$ cat config.mk
export PLATFORM = sky130hd
export DESIGN_NAME = ps2_keyb_rx
export DESIGN_NICKNAME = d
export VERILOG_FILES = /design/src/rtl/ps2_keyb_rx.sv
export SDC_FILE = /design/constraint.sdc
export NUM_CORES = 1
export LEC_CHECK = 0
export ABC_AREA = 1
export BUFFER_PORTS_ARGS = -buffer_cell sky130_fd_sc_hd__buf_2
export CAP_MARGIN = 20
export CORE_UTILIZATION = 55
export DETAILED_ROUTE_END_ITERATION = 10
export GPL_ROUTABILITY_DRIVEN = 0
export PLACE_DENSITY = 0.73
export SETUP_SLACK_MARGIN = 0.1
export SYNTH_ARGS = -nofsm -noshare
export SYNTH_HDL_FRONTEND = slang
export SYNTH_SLANG_ARGS = --single-unit
$ cat constraint.sdc
create_clock -name clk -period 4.4 [get_ports clk]
set_clock_uncertainty 0.15 [all_clocks]
set_input_delay 0.88 -clock clk [delete_from_list [all_inputs] [get_ports clk]]
set_output_delay 0.88 -clock clk [all_outputs]
set_load 0.1 [all_outputs]
$ cat src/rtl/ps2_keyb_rx.sv
// PS/2 keyboard receiver: synchronises and deglitches the PS/2 pins, deserialises
// 11-bit device-to-host frames, folds E0/F0 prefixes into flags and strobes one
// decoded key event per valid frame on the system clock domain.
module ps2_keyb_rx #(
  parameter int unsigned FILTER_LEN     = 8,
  parameter int unsigned TIMEOUT_CYCLES = 56000
) (
  input  logic       clk,
  input  logic       rst_n,
  input  logic       clkps2,
  input  logic       dataps2,
  output logic [7:0] scancode,
  output logic       extended,
  output logic       released,
  output logic       kb_valid,
  output logic       rx_error,
  output logic       busy
);

  localparam int unsigned FRAME_LEN = 11;
  localparam int unsigned CNT_W     = 4;
  localparam int unsigned FLT_W     = (FILTER_LEN > 1) ? $clog2(FILTER_LEN + 1) : 1;
  localparam int unsigned TMO_W     = $clog2(TIMEOUT_CYCLES + 1);

  localparam logic [7:0] PREFIX_EXT = 8'hE0;
  localparam logic [7:0] PREFIX_REL = 8'hF0;

  typedef enum logic [1:0] {
    IDLE  = 2'd0,
    RECV  = 2'd1,
    CHECK = 2'd2
  } state_t;

  state_t               state_q;
  state_t               state_d;

  logic                 clk_meta;
  logic                 clk_sync;
  logic                 data_meta;
  logic                 data_sync;
  logic                 filt_clk;
  logic                 filt_clk_prev;
  logic [FLT_W-1:0]     flt_cnt;

  logic [FRAME_LEN-1:0] shift_q;
  logic [CNT_W-1:0]     bit_cnt;
  logic [TMO_W-1:0]     tmo_cnt;
  logic                 ext_q;
  logic                 rel_q;

  logic                 fall_c;
  logic                 tmo_hit_c;
  logic                 start_c;
  logic                 shift_en_c;
  logic                 frame_ok_c;
  logic [7:0]           byte_c;
  logic                 err_c;
  logic                 emit_c;
  logic                 set_ext_c;
  logic                 set_rel_c;

  // Two-flop synchronisers for both asynchronous pins, idle-high on reset
  always_ff @(posedge clk or negedge rst_n) begin
    if (!rst_n) begin
      clk_meta  <= 1'b1;
      clk_sync  <= 1'b1;
      data_meta <= 1'b1;
      data_sync <= 1'b1;
    end else begin
      clk_meta  <= clkps2;
      clk_sync  <= clk_meta;
      data_meta <= dataps2;
      data_sync <= data_meta;
    end
  end

  // Clock deglitch: follow the synchronised clock only after FILTER_LEN differing samples in a row
  always_ff @(posedge clk or negedge rst_n) begin
    if (!rst_n) begin
      filt_clk      <= 1'b1;
      filt_clk_prev <= 1'b1;
      flt_cnt       <= '0;
    end else begin
      filt_clk_prev <= filt_clk;
      if (clk_sync == filt_clk) begin
        flt_cnt <= '0;
      end else if (flt_cnt == FLT_W'(FILTER_LEN - 1)) begin
        filt_clk <= clk_sync;
        flt_cnt  <= '0;
      end else begin
        flt_cnt <= flt_cnt + FLT_W'(1);
      end
    end
  end

  assign fall_c    = filt_clk_prev & ~filt_clk;
  // A fall in the same cycle as expiry counts as activity, so the frame survives
  assign tmo_hit_c = (tmo_cnt == TMO_W'(TIMEOUT_CYCLES - 1)) && !fall_c;

  // State register
  always_ff @(posedge clk or negedge rst_n) begin
    if (!rst_n) begin
      state_q <= IDLE;
    end else begin
      state_q <= state_d;
    end
  end

  // Next-state logic
  always_comb begin
    state_d = state_q;
    case (state_q)
      IDLE: begin
        if (fall_c && !data_sync) begin
          state_d = RECV;
        end
      end
      RECV: begin
        if (tmo_hit_c) begin
          state_d = IDLE;
        end else if (fall_c && (bit_cnt == CNT_W'(FRAME_LEN - 1))) begin
          state_d = CHECK;
        end
      end
      CHECK: begin
        state_d = IDLE;
      end
      default: begin
        state_d = IDLE;
      end
    endcase
  end

  // Output/decode logic: frame validation and event classification per state
  always_comb begin
    start_c    = 1'b0;
    shift_en_c = 1'b0;
    err_c      = 1'b0;
    emit_c     = 1'b0;
    set_ext_c  = 1'b0;
    set_rel_c  = 1'b0;
    byte_c     = shift_q[8:1];
    frame_ok_c = !shift_q[0] && shift_q[FRAME_LEN-1] && (^shift_q[9:1]);
    case (state_q)
      IDLE: begin
        start_c    = fall_c && !data_sync;
        shift_en_c = start_c;
      end
      RECV: begin
        shift_en_c = fall_c;
        err_c      = tmo_hit_c;
      end
      CHECK: begin
        if (!frame_ok_c) begin
          err_c = 1'b1;
        end else if (byte_c == PREFIX_EXT) begin
          set_ext_c = 1'b1;
        end else if (byte_c == PREFIX_REL) begin
          set_rel_c = 1'b1;
        end else begin
          emit_c = 1'b1;
        end
      end
      default: begin
        err_c = 1'b0;
      end
    endcase
  end

  // Frame datapath: LSB-first shift register, bit counter and inter-edge timeout
  always_ff @(posedge clk or negedge rst_n) begin
    if (!rst_n) begin
      shift_q <= '0;
      bit_cnt <= '0;
      tmo_cnt <= '0;
    end else begin
      if (shift_en_c) begin
        shift_q <= {data_sync, shift_q[FRAME_LEN-1:1]};
      end
      if (start_c) begin
        bit_cnt <= CNT_W'(1);
      end else if (state_q == RECV && fall_c) begin
        bit_cnt <= bit_cnt + CNT_W'(1);
      end else if (state_q != RECV) begin
        bit_cnt <= '0;
      end
      if (state_q == RECV && !fall_c) begin
        tmo_cnt <= tmo_cnt + TMO_W'(1);
      end else begin
        tmo_cnt <= '0;
      end
    end
  end

  // Prefix flags: set by E0/F0, cleared by any emitted key or any error
  always_ff @(posedge clk or negedge rst_n) begin
    if (!rst_n) begin
      ext_q <= 1'b0;
      rel_q <= 1'b0;
    end else if (err_c || emit_c) begin
      ext_q <= 1'b0;
      rel_q <= 1'b0;
    end else begin
      if (set_ext_c) begin
        ext_q <= 1'b1;
      end
      if (set_rel_c) begin
        rel_q <= 1'b1;
      end
    end
  end

  // Registered port outputs; the key fields hold until the next emitted event
  always_ff @(posedge clk or negedge rst_n) begin
    if (!rst_n) begin
      scancode <= '0;
      extended <= 1'b0;
      released <= 1'b0;
      kb_valid <= 1'b0;
      rx_error <= 1'b0;
      busy     <= 1'b0;
    end else begin
      kb_valid <= emit_c;
      rx_error <= err_c;
      busy     <= (state_d != IDLE);
      if (emit_c) begin
        scancode <= byte_c;
        extended <= ext_q;
        released <= rel_q;
      end
    end
  end

endmodule

==> results.txt <==
Outcome - finished, final reports clean
Setup bufs post-CTS - 0
DRT Wirelength - 4710 um
Most common cell after layout, fill and taps aside - nand2_1
DRC Markers - 0
Worst VDD drop - 0.263 mV
Tightest Pin Transition - 0.732 ns
Die Span Y - 72.3 um
Crit path cell chain - buf_2
# H-tree levels - 3
Min Tclk post-route - 2.17 ns
Power per cell area - 455 nW/um^2
Vias per Instance - 4.93
WS Path Type - flip-flop to primary output
DRT antenna net count - 0
Root Buffer - clkbuf_8
Syn. warnings - 0
Clk_lat worst skew - 0.34 ns
First-pass GRT wire length - 7820 um
Routed vias - 1907
Cell class contributing the biggest share of worst-path delay - buffers and inverters
CP max stage delay - 0.43 ns
Initial Util - 0.572
LEAKAGE - 1.44 nW
Die footprint - 5230 um^2
Post-CTS Hold Fix Bufs - 0
Core Area - 4750 um^2
Top cell type by total area after synthesis - dfrtp_1
Clk buf depth - 2
Achievable Freq - 461 MHz
Fin crit share - 0.493
Initial DRC Count - 130
Fin. max-slew vios - 0
I/O Pins - 17
CTS tree - yes
Gr ovfl total - 0
Register-to-Register Path Depth - 14
Final #Nets - 331
Largest net degree at the start of global routing - 31
Site row count - 25
Top cell type's share of synthesized area - 0.479
Syn Inst Count - 293
RSZ-0062 raised after global routing - no
Post-CTS sizing - 0
Routed length per instance - 12.2 um
# clock sinks - 58
Worst Path Required - 3.37 ns
Seq/Total Area, Yosys - 0.537
Netlist cell types - 32
Final setup violation count - 0
Critical path endpoint category - primary output
Proportion of layout cells with a drive suffix above 1 - 0.175
Synthesized area per cell - 9.28 um^2
Die W - 72.3 um
Layout area overhead - 12.2%
CP arrival - 1.14 ns
Port Buf Inserts - 16
Top post-synthesis cells by area - dfrtp_1 (48%), nand2_1 (7.5%), dfstp_2 (5.8%)
Cell depth of the worst hold path - 0
Vias in the first global route - 1731
Detailed Place HPWL - 3330 um
Syn_nets - 309
CP Max Fanout - 2
Initial antenna violation count - 0
CP max stage cell - buf_2
Max-Cap Viols - 0
Fin. Hold Viols - 0
Worst Hold Slack - 0.205 ns
# diodes - 0
CTS buffer count - 9
CP Launch Type - flip-flop
#FFs+latches synth - 58
Commonest cells after routing, fill and taps aside - nand2_1 (54), dfrtp_1 (52), inv_1 (42)
Clk pin slew, worst setup/hold paths - 0.07 ns
Type of the most critical hold path - flip-flop to flip-flop
Synth Cell Area - 2720 um^2
CP Depth - 1
Bufs and invs on worst path - 1
Total Routing Usage GR - 0.201
TNS Setup - 0 ns
Max-slew headroom - 0.512
DR pass1 iterations - 4
final timing paths:
check	start	to	slack, ns
setup / recovery	scancode[0]	scancode[0]	2.23
hold / removal	data_meta	data_sync	0.21
setup reg to reg	shift_q[5]	rel_q	2.23
hold reg to reg	data_meta	data_sync	0.21
max in group asynchronous	rst_n	data_meta	2.84
min in group asynchronous	rst_n	kb_valid	0.40
final cells by class:
| class | count | area (um^2) |
|---|---|---|
| repair buffers | 17 | 87.6 |
| clock inverters | 4 | 50.0 |
| inverters | 44 | 165 |
| well taps | 67 | 83.8 |
| fillers | 424 | 1700 |
| multi-input cells | 185 | 1050 |
| flip-flops and latches | 58 | 1460 |
| clock buffers | 12 | 155 |
kinds of logic after synthesis:
kind of cell               share of synthesized area
buffers and inverters                         0.0769
adders and majority gates                     0.0552
DFF                                            0.537
AOI/OAI and AO/OA                             0.0897
xor gates and xnor gates                      0.0322
and+or+nand+nor                                0.205
muxes                                        0.00414
cells in the mapped netlist:
| cell type | instances |
|---|---|
| a21oi_1 | 7 |
| a31oi_1 | 2 |
| buf_2 | 2 |
| buf_4 | 1 |
| buf_6 | 2 |
| clkbuf_1 | 1 |
| dfrtp_1 | 52 |
| dfstp_2 | 6 |
| ha_1 | 12 |
| inv_1 | 42 |
| inv_2 | 2 |
| mux2_2 | 1 |
| nand2_1 | 54 |
| nand2_2 | 3 |
| nand3_1 | 9 |
| nand3_2 | 3 |
| nand3b_1 | 1 |
| nand4_1 | 7 |
| nor2_1 | 25 |
| nor2_2 | 2 |
| nor2_4 | 4 |
| nor3_1 | 6 |
| nor3_4 | 1 |
| nor4_1 | 2 |
| o211ai_1 | 2 |
| o21a_1 | 1 |
| o21ai_0 | 19 |
| o21ai_1 | 11 |
| o21ai_2 | 2 |
| o22ai_1 | 1 |
| xnor2_1 | 4 |
| xor2_1 | 6 |
sequential cells by signal (all words and copies together), names as in the netlist, 2 cells and up:
name / flops
shift_q: 11
bit_cnt: 4
tmo_cnt: 16
scancode: 8
flt_cnt: 4
state_q: 2
where the power goes:
part           leakage, nW  switching, W  internal [W]  total [W]
logic                0.564      0.000179     0.0000724   0.000252
clock network       0.0986      0.000211      0.000291   0.000502
registers            0.781     0.0000406      0.000593   0.000634
total                 1.44      0.000431      0.000957    0.00139
through the flow:
stage / instances / worst slack, ns / instance area [um^2] / util / power [W]
6_report: 387 / 2.23 / 3050 / 0.642 / 0.00139
5_1_grt: 387 / 2.02 / 3050 / 0.642 / 0.00146
4_1_cts: 387 / 2.22 / 3050 / 0.642 / 0.00140
3_5_place_dp: 371 / 2.25 / 2850 / 0.599 / 0.000899
3_3_place_gp: 371 / 2.34 / 2850 / 0.599 / 0.000886
2_1_floorplan: 293 / 2.47 / 2720 / - / 0.000835
routing by layer:
metal	wire [um]	up-vias	GRT usage
met4	112	0	0.118
met1	2410	889	0.296
li1	-	984	-
met2	2080	24	0.273
met5	0	-	0
met3	112	10	0.0417
Note: power is estimated with default switching activity, not from simulation.
